--- src/rtl/lsu_pkg.sv ---
// Shared constants, types and lane helpers for the memory-stage load/store unit.
package lsu_pkg;

    // RV32I load/store funct3 encodings (loads and stores share size bits).
    localparam logic [2:0] LB  = 3'b000;
    localparam logic [2:0] LH  = 3'b001;
    localparam logic [2:0] LW  = 3'b010;
    localparam logic [2:0] LBU = 3'b100;
    localparam logic [2:0] LHU = 3'b101;
    localparam logic [2:0] SB  = 3'b000;
    localparam logic [2:0] SH  = 3'b001;
    localparam logic [2:0] SW  = 3'b010;

    localparam int BE_W   = 4;
    localparam int BYTE_W = 8;
    localparam int HALF_W = 16;

    typedef enum logic {
        IDLE,
        REQ
    } lsu_state_t;

    typedef enum logic [1:0] {
        SZ_BYTE,
        SZ_HALF,
        SZ_WORD
    } lsu_size_t;

    // Reserved size encodings fall through to a full-word access.
    function automatic lsu_size_t size_of(input logic [2:0] funct3);
        case (funct3[1:0])
            2'b00:   return SZ_BYTE;
            2'b01:   return SZ_HALF;
            default: return SZ_WORD;
        endcase
    endfunction

    function automatic logic [BE_W-1:0] byte_enables(input logic [2:0] funct3,
                                                     input logic [1:0] addr_lo);
        case (size_of(funct3))
            SZ_BYTE: return 4'b0001 << addr_lo;
            SZ_HALF: return addr_lo[1] ? 4'b1100 : 4'b0011;
            default: return 4'b1111;
        endcase
    endfunction

endpackage

--- src/rtl/lsu_load_align.sv ---
// Combinational load-data lane select with sign/zero extension.
module lsu_load_align
    import lsu_pkg::*;
#(
    parameter int XLEN = 32
) (
    input  logic [XLEN-1:0] rdata,
    input  logic [1:0]      addr_lo,
    input  logic [2:0]      funct3,
    output logic [XLEN-1:0] data
);

    logic [BYTE_W-1:0] sel_byte;
    logic [HALF_W-1:0] sel_half;

    // NOTE: every always_comb output gets a value on every path, so no latch is inferred.
    always_comb begin
        sel_byte = rdata[BYTE_W*addr_lo +: BYTE_W];
        sel_half = rdata[HALF_W*addr_lo[1] +: HALF_W];
        case (funct3)
            LB:      data = {{(XLEN-BYTE_W){sel_byte[BYTE_W-1]}}, sel_byte};
            LBU:     data = {{(XLEN-BYTE_W){1'b0}}, sel_byte};
            LH:      data = {{(XLEN-HALF_W){sel_half[HALF_W-1]}}, sel_half};
            LHU:     data = {{(XLEN-HALF_W){1'b0}}, sel_half};
            default: data = rdata;
        endcase
    end

endmodule

--- src/rtl/mem_stage_lsu.sv ---
// Memory-stage load/store unit: EX/MEM in, req/ack data bus, registered MEM/WB out.
// Build option: define MISALIGN_EXC_EN to trap misaligned half/word accesses.
module mem_stage_lsu
    import lsu_pkg::*;
#(
    parameter int MAX_WAIT = 255,
    parameter int XLEN     = 32
) (
    input  logic            clk,
    input  logic            reset,
    input  logic            RegWrite_in,
    input  logic            MemtoReg_in,
    input  logic            MemRead_in,
    input  logic            MemWrite_in,
    input  logic [2:0]      funct3_in,
    input  logic [XLEN-1:0] alu_result_in,
    input  logic [XLEN-1:0] rs2_data_in,
    input  logic [4:0]      rd_in,
    output logic            stall,
    output logic            dmem_req,
    output logic            dmem_we,
    output logic [XLEN-1:0] dmem_addr,
    output logic [XLEN-1:0] dmem_wdata,
    output logic [BE_W-1:0] dmem_be,
    input  logic            dmem_ack,
    input  logic [XLEN-1:0] dmem_rdata,
    output logic            wb_valid,
    output logic            wb_RegWrite,
    output logic            wb_MemtoReg,
    output logic [XLEN-1:0] wb_mem_data,
    output logic [XLEN-1:0] wb_alu_result,
    output logic [4:0]      wb_rd,
    output logic            bus_err,
    output logic            misalign_exc
);

    localparam int CNT_W = 8;

    lsu_state_t      state, state_next;
    logic [CNT_W-1:0] wait_cnt;

    // Op captured at issue so upstream may change once stall releases.
    logic            op_reg_write;
    logic            op_mem_to_reg;
    logic            op_is_load;
    logic [2:0]      op_funct3;
    logic [XLEN-1:0] op_alu;
    logic [4:0]      op_rd;

    logic            mem_op, misaligned;
    logic            start_bus, ack_done, timeout;
    logic [XLEN-1:0] store_wdata, load_data;

    assign mem_op = MemRead_in | MemWrite_in;

`ifdef MISALIGN_EXC_EN
    always_comb begin
        misaligned = 1'b0;
        if (mem_op) begin
            case (size_of(funct3_in))
                SZ_HALF: misaligned = alu_result_in[0];
                SZ_WORD: misaligned = (alu_result_in[1:0] != 2'b00);
                default: misaligned = 1'b0;
            endcase
        end
    end
`else
    assign misaligned = 1'b0;
`endif

    always_comb begin
        case (size_of(funct3_in))
            SZ_BYTE: store_wdata = {(XLEN/BYTE_W){rs2_data_in[BYTE_W-1:0]}};
            SZ_HALF: store_wdata = {(XLEN/HALF_W){rs2_data_in[HALF_W-1:0]}};
            default: store_wdata = rs2_data_in;
        endcase
    end

    lsu_load_align #(.XLEN(XLEN)) u_load_align (
        .rdata   (dmem_rdata),
        .addr_lo (op_alu[1:0]),
        .funct3  (op_funct3),
        .data    (load_data)
    );

    // The last permitted REQ cycle is wait_cnt == MAX_WAIT-1; an ack there still wins.
    always_comb begin
        state_next = state;
        stall      = 1'b0;
        start_bus  = 1'b0;
        ack_done   = 1'b0;
        timeout    = 1'b0;
        case (state)
            IDLE: begin
                if (mem_op && !misaligned) begin
                    stall      = 1'b1;
                    start_bus  = 1'b1;
                    state_next = REQ;
                end
            end
            REQ: begin
                if (dmem_ack) begin
                    ack_done   = 1'b1;
                    state_next = IDLE;
                end else if (wait_cnt == CNT_W'(MAX_WAIT - 1)) begin
                    timeout    = 1'b1;
                    state_next = IDLE;
                end else begin
                    stall = 1'b1;
                end
            end
            default: state_next = IDLE;
        endcase
        if (!reset) stall = 1'b0;
    end

    // NOTE: sequential state uses non-blocking assignments so all registers update together.
    always_ff @(posedge clk) begin
        if (!reset) begin
            state         <= IDLE;
            wait_cnt      <= '0;
            dmem_req      <= 1'b0;
            dmem_we       <= 1'b0;
            dmem_addr     <= '0;
            dmem_wdata    <= '0;
            dmem_be       <= '0;
            op_reg_write  <= 1'b0;
            op_mem_to_reg <= 1'b0;
            op_is_load    <= 1'b0;
            op_funct3     <= '0;
            op_alu        <= '0;
            op_rd         <= '0;
            wb_valid      <= 1'b0;
            wb_RegWrite   <= 1'b0;
            wb_MemtoReg   <= 1'b0;
            wb_mem_data   <= '0;
            wb_alu_result <= '0;
            wb_rd         <= '0;
            bus_err       <= 1'b0;
            misalign_exc  <= 1'b0;
        end else begin
            state        <= state_next;
            wb_valid     <= 1'b0;
            wb_RegWrite  <= 1'b0;
            bus_err      <= 1'b0;
            misalign_exc <= 1'b0;
            case (state)
                IDLE: begin
                    if (start_bus) begin
                        dmem_req      <= 1'b1;
                        dmem_we       <= MemWrite_in;
                        dmem_addr     <= {alu_result_in[XLEN-1:2], 2'b00};
                        dmem_be       <= byte_enables(funct3_in, alu_result_in[1:0]);
                        dmem_wdata    <= store_wdata;
                        wait_cnt      <= '0;
                        op_reg_write  <= RegWrite_in;
                        op_mem_to_reg <= MemtoReg_in;
                        op_is_load    <= MemRead_in & ~MemWrite_in;
                        op_funct3     <= funct3_in;
                        op_alu        <= alu_result_in;
                        op_rd         <= rd_in;
                    end else begin
                        wb_valid      <= 1'b1;
                        wb_RegWrite   <= RegWrite_in & ~misaligned;
                        wb_MemtoReg   <= MemtoReg_in;
                        wb_mem_data   <= '0;
                        wb_alu_result <= alu_result_in;
                        wb_rd         <= rd_in;
                        misalign_exc  <= misaligned;
                    end
                end
                REQ: begin
                    if (ack_done || timeout) begin
                        dmem_req      <= 1'b0;
                        wait_cnt      <= '0;
                        wb_valid      <= 1'b1;
                        wb_RegWrite   <= op_reg_write & ack_done;
                        wb_MemtoReg   <= op_mem_to_reg;
                        wb_mem_data   <= (ack_done && op_is_load) ? load_data : '0;
                        wb_alu_result <= op_alu;
                        wb_rd         <= op_rd;
                        bus_err       <= timeout;
                    end else begin
                        wait_cnt <= wait_cnt + 1'b1;
                    end
                end
                default: ;
            endcase
        end
    end

endmodule

--- config.mk ---
export PLATFORM = sky130hd
export DESIGN_NAME = mem_stage_lsu
export DESIGN_NICKNAME = d
export VERILOG_FILES = /design/src/rtl/lsu_pkg.sv /design/src/rtl/lsu_load_align.sv /design/src/rtl/mem_stage_lsu.sv
export SDC_FILE = /design/constraint.sdc
export NUM_CORES = 1
export LEC_CHECK = 0
export CORE_ASPECT_RATIO = 1.1
export CORE_MARGIN = 5
export CORE_UTILIZATION = 40
export DETAILED_ROUTE_END_ITERATION = 10
export PLACE_DENSITY = 0.74
export SLEW_MARGIN = 10
export SYNTH_ARGS = -nofsm -noshare
export SYNTH_HDL_FRONTEND = slang
export SYNTH_SLANG_ARGS = --single-unit
--- constraint.sdc ---
create_clock -name clk -period 2.1 [get_ports clk]
set_input_delay 0.63 -clock clk [delete_from_list [all_inputs] [get_ports clk]]
set_output_delay 0.63 -clock clk [all_outputs]
set_load 0.03 [all_outputs]
* Word-level counts from Yosys, hierarchy flattened
Cells that the tools add are included.
W data, S select, Z words.
** Storage, ports and cells
- Register bits :: 193
- Input bits :: 111
- Output and inout bits :: 145
- Word-level logic and storage cells :: 93
** Operators by class
- Add/sub/neg operators :: 1
- Equality and inequality tests :: 10
- Shift-type cells :: 3
- Muxes and demuxes :: 44
- Bitwise gates (word level) :: 5
- Reduce and logical (&&, ||, !) cells :: 10
** Operator list (number)
- $pmux W32 S2 :: 3
- $mux W32 :: 5
- $pmux W32 S4 :: 1
- $shiftx A32 B6 Y16 :: 1
- $shiftx A32 B6 Y8 :: 1
- $mux W1 :: 18
- $mux W8 :: 2
- $pmux W8 S2 :: 1
- $mux W5 :: 2
- $pmux W1 S2 :: 5
- $pmux W5 S2 :: 1
- $add A8 B1 Y8 const B :: 1
- $eq A8 B8 Y1 const B :: 1
- $pmux W4 S2 :: 1
- $eq A2 B1 Y1 const B :: 3
- $eq A3 B3 Y1 const B :: 2
- $logic_not A2 Y1 :: 3
- $mux W2 :: 3
- $reduce_and A2 Y1 :: 3
- $mux W4 :: 1
- $ne A2 B2 Y1 const B :: 2
- $pmux W2 S2 :: 1
- $shl A1 B2 Y4 const A :: 1
- $eq A3 B1 Y1 const B :: 1
- other kinds (8) :: 10

* Logic depth before layout (Yosys ltp)
- Depth after elaboration :: 8
- Mapped depth :: 8
- Mapped depth without buffers :: 6

* Modules after synthesis
A second synthesis with hierarchy kept.
** Second synthesis, totals
- Cells, all modules :: 841
- Area total of the unflattened synthesis :: 7342.0 µm²
** By module, submodules not included
- mem_stage_lsu :: instances 1, cells each 732, area an instance 6713.9 µm², seq. area each 3263.1 µm²
- lsu_load_align :: instances 1, cells each 109, area an instance 628.1 µm², seq. area each 0.0 µm²

* Worst setup path before layout
Ideal clock, no wire load.
- Path kind :: input-to-output
- Start point :: in reset
- End point :: out stall
- Arrival :: 1708 ps
- Data required time :: 1470 ps
- Path slack :: -238 ps
- Stages on the path :: 4
- Path buffers :: 2
- Path through :: buf_2 > clkinv_1 > nor2_2 > clkbuf_1
** On the way
- Cells in the longest elaborated chain, start to end :: 1
** RTL lines
- from (decl) :: RTL line mem_stage_lsu.sv:10 : input logic reset,
- $mux W1 :: RTL line mem_stage_lsu.sv:114 : if (!reset) stall = 1'b0;
- to (decl) :: RTL line mem_stage_lsu.sv:19 : output logic stall,
No other way between the ends.

* Worst setup path after layout
- Start point :: reg wait_cnt[0]
- End point :: out stall
** On the way
- Cells in the longest elaborated chain, start to end :: 5
** RTL lines
- from (decl) :: RTL line mem_stage_lsu.sv:40 : logic [CNT_W-1:0] wait_cnt;
- from (signal assigned) :: RTL line mem_stage_lsu.sv:184 : wait_cnt <= wait_cnt + 1'b1;
- $eq A8 B8 Y1 :: RTL line mem_stage_lsu.sv:105 : end else if (wait_cnt == CNT_W'(MAX_WAIT - 1)) begin
- $mux W1 :: RTL line mem_stage_lsu.sv:105
- $mux W1 :: RTL line mem_stage_lsu.sv:102 : if (dmem_ack) begin
- $pmux W1 S2 :: RTL line mem_stage_lsu.sv:93 : case (state)
- $mux W1 :: RTL line mem_stage_lsu.sv:114
No other way between the ends.

==> impl_results.md <==
- Fin. Hold Viols: 0
- CTS buffer count: 17
- CP endpoint kind: output pin
- Fillers: 1,512
- Syn Std Cell Area: 7030 um2
- Max Cap Viol: 0
- Max-slew violations: 0
- GPL Wtd Cong: between 0.8 and 0.9
- Worst-skew pair later-pin latency: 0.42 ns
- Worst R2R Path Depth: 8
- Critical path required time: 1.47 ns
- # DRC: 0
- Ys Warns: 0
- Peak supply drop: 0.000570 V
- Post-Place Cells: 1,220
- Final WS setup: -0.177 ns
- First DRT Iteration DRCs: 377
- Initial antenna violation count: 0
- # rows: 50
- Drt total wl: 22,100 um
- Hold path depth: 2
- Logic pwr share: approximately a fifth
- Syn_area_per_cell: 9.00 um2
- Number of global-route vias before repair: approximately 6,400
- Most used DFF post-synth: dfxtp_1
- Chip Width: 136 um
- Sw Ratio: 28.9%
- Top-area cell type share of the netlist area: between 40% and 50%
- TritonCTS clock tree: done
- Seq/Total Area, Yosys: 46.4%
- Die ar.: 20,300 um2
- Reg-to-reg critical path startpoint: wait_cnt[0]
- Via-to-Cell Ratio: 5.18
- Commonest non-fill, non-tap cell in the layout: dfxtp_1
- Fraction of layout cells with a size suffix above 1: 9.80%
- CORE AREA: 17,100 um2
- H-tree depth: 4
- Setup CP Type: reg -> out
- First-pass GRT wire length: 34,400 um
- Nets@finish: 1,121
- Synth unique cells: 48
- Worst-path clk slew: 0.06 ns
- Mapped Cells: 781
- Post-synth top area cell: dfxtp_1
- Fin crit period: approximately 2.3 ns
- Io pins: approximately 260
- Reg2reg end: wb_mem_data[1]
- Clk_skew: between 0.006 and 0.007 ns
- Hold worst-path end: dmem_wdata[2]
- CTS max path bufs: 2
- Wirelength per Cell: 17.6 um
- Sequential share of power: 41.4%
- Non-Filler Instances: 1,254
- Hold_ws: 0.454 ns
- Via count: 6,491
- Pwr per Cell Area: 779 nW/um2
- Total grt overflow: 0
- Worst min-delay path class: reg -> reg
- Layout Utilization: between 60% and 70%
- Footprint of the multi-input gates: ~3300 um2
- Pleak: 5.17 nW
- Worst Max-Slew Pin Slew: slightly above 0.8 ns
- Clock Sinks: 163
- FF+latch area: 3270 um2
- CP arrival: 1.65 ns
- Root Buffer: clkbuf_16
- P&R area growth vs syn: 49.9%
- Psw: 2.37 mW
- Highest Clock Rate: 439 MHz
- Failing checks: setup timing
- All-Layer GR Usage: 21.2%
- Hold path start: dmem_wdata[2]
- Cell Int Power: 5.84 mW
- Max FO, Critical Path: 2
- EDFF count, synth: 0
- Largest cells by area after synthesis: dfxtp_1, mux2i_1, nand2_1, o2bb2ai_1, a21oi_1
- Tot Pwr: 8.20 mW
- Most frequent cells in the layout: dfxtp_1, nand2_1, clkdlybuf4s50_1
- Flop-to-flop setup slack: 0.16 ns
- Final HPWL DP: between 15,000 and 20,000 um
- Startpoint Class: register
- Register bit total from synthesis: 163
- Final instance area: between 10,000 and 15,000 um2
- Status: finished with violations
- Placed inst area: 9810 um2
- Setup violators final: 1
- Pin count of the biggest net entering global routing: 50
- RSZ-0062 raised after global routing: true
- CTS Hold Bufs: 0
- Number of routed nets with antenna violations: 0
- Relative slew slack: between 40% and 50%
- Initial DRT Pass Iterations: 4
- IO Port Bufs: 252
- Tcrit/Tclk final: 108%
- Diodes inserted: 0
- Async SR Flop Fraction: 0%
- Initial core utilization: 41.0%
- Clock Power Share: roughly 38%
- Chip height: 149 um
[cells in the mapped netlist (2+ instances only)]
cell type	count
a31oi_1	7
nand4_1	2
nand2_1	141
a211oi_1	12
nor2b_1	9
o22ai_1	4
buf_4	35
or4_1	4
a21oi_1	74
clkbuf_1	40
o21ai_0	26
mux2i_1	63
nand2b_1	5
o21a_1	2
nor3_1	3
nand3_1	5
buf_2	10
dfxtp_1	163
mux2_2	2
inv_1	12
a22oi_1	2
o2bb2ai_1	49
a221o_1	19
ha_1	2
buf_1	6
a311oi_1	8
clkinv_1	2
or2_2	2
buf_6	2
or3_1	7
nor2_1	34
o211ai_1	12
nor4_1	2
[worst max-delay path by stage]
stage / slack (ns) / startpoint / endpoint
5_1_grt: -0.22 / wait_cnt[0] / stall
4_1_cts: -0.15 / wait_cnt[0] / stall
3_3_place_gp: -0.36 / MemWrite_in / stall
3_5_place_dp: -0.39 / reset / wb_mem_data[30]
2_1_floorplan: 0.03 / reset / stall
6_report: -0.18 / wait_cnt[0] / stall
[kinds of logic after synthesis]
kind of cell | after synthesis | synth area share, %
AOI/OAI and AO/OA | 223 | 22.1
and+or+nand+nor | 218 | 13.4
DFF | 163 | 46.4
buffers and inverters | 108 | 8.05
muxes | 66 | 9.62
adders and majority gates | 2 | 0.356
other | 1 | 0.0534
[stage by stage]
stage	TNS (ns)	worst slack [ns]
final	-0.177	-0.177
after global routing	-0.232	-0.224
after CTS	-0.154	-0.154
after detailed placement	-20.11	-0.387
after global placement	-17.97	-0.365
after floorplan	0	0.0275
[power groups by stage]
stage	combinational (mW)	sequential, mW	clock, mW
after floorplan	0.747	3.69	0
after global placement	1.75	3.46	0
after detailed placement	1.76	3.46	0
after CTS	1.72	3.40	3.16
after global routing	1.82	3.42	3.29
final	1.70	3.39	3.10
[routing by layer]
metal,share of wire (%),GRT usage (%),vias up
met1,42,25.6,3067
met4,2.1,6.75,0
met2,49,35.9,181
met5,0,0,-
met3,7.0,6.71,35
li1,-,-,3208
[repair_timing]
| item | CTS | global route |
|---|---|---|
| setup buffers | 3 | 0 |
| pin swaps | 5 | 2 |
| endpoints found under the setup margin | 62 | 75 |
| resized for setup | 75 | 59 |
[worst max-delay path: stages, from the launching register on]
cell and delay (ns):
dfxtp_2 0.33, inv_2 0.07, ha_4 0.13, nand4_4 0.09
o311ai_4 0.38, nor2_4 0.07, buf_6 0.15
[final cells by class]
class	instances	share of cell area, %
clock buffers	21	4.37
clock inverters	10	1.20
inverters	14	0.499
multi-input cells	512	30.9
flip-flops and latches	163	31.0
well taps	234	2.78
repair buffers	300	29.2
Power figures use the tool's default switching activity.
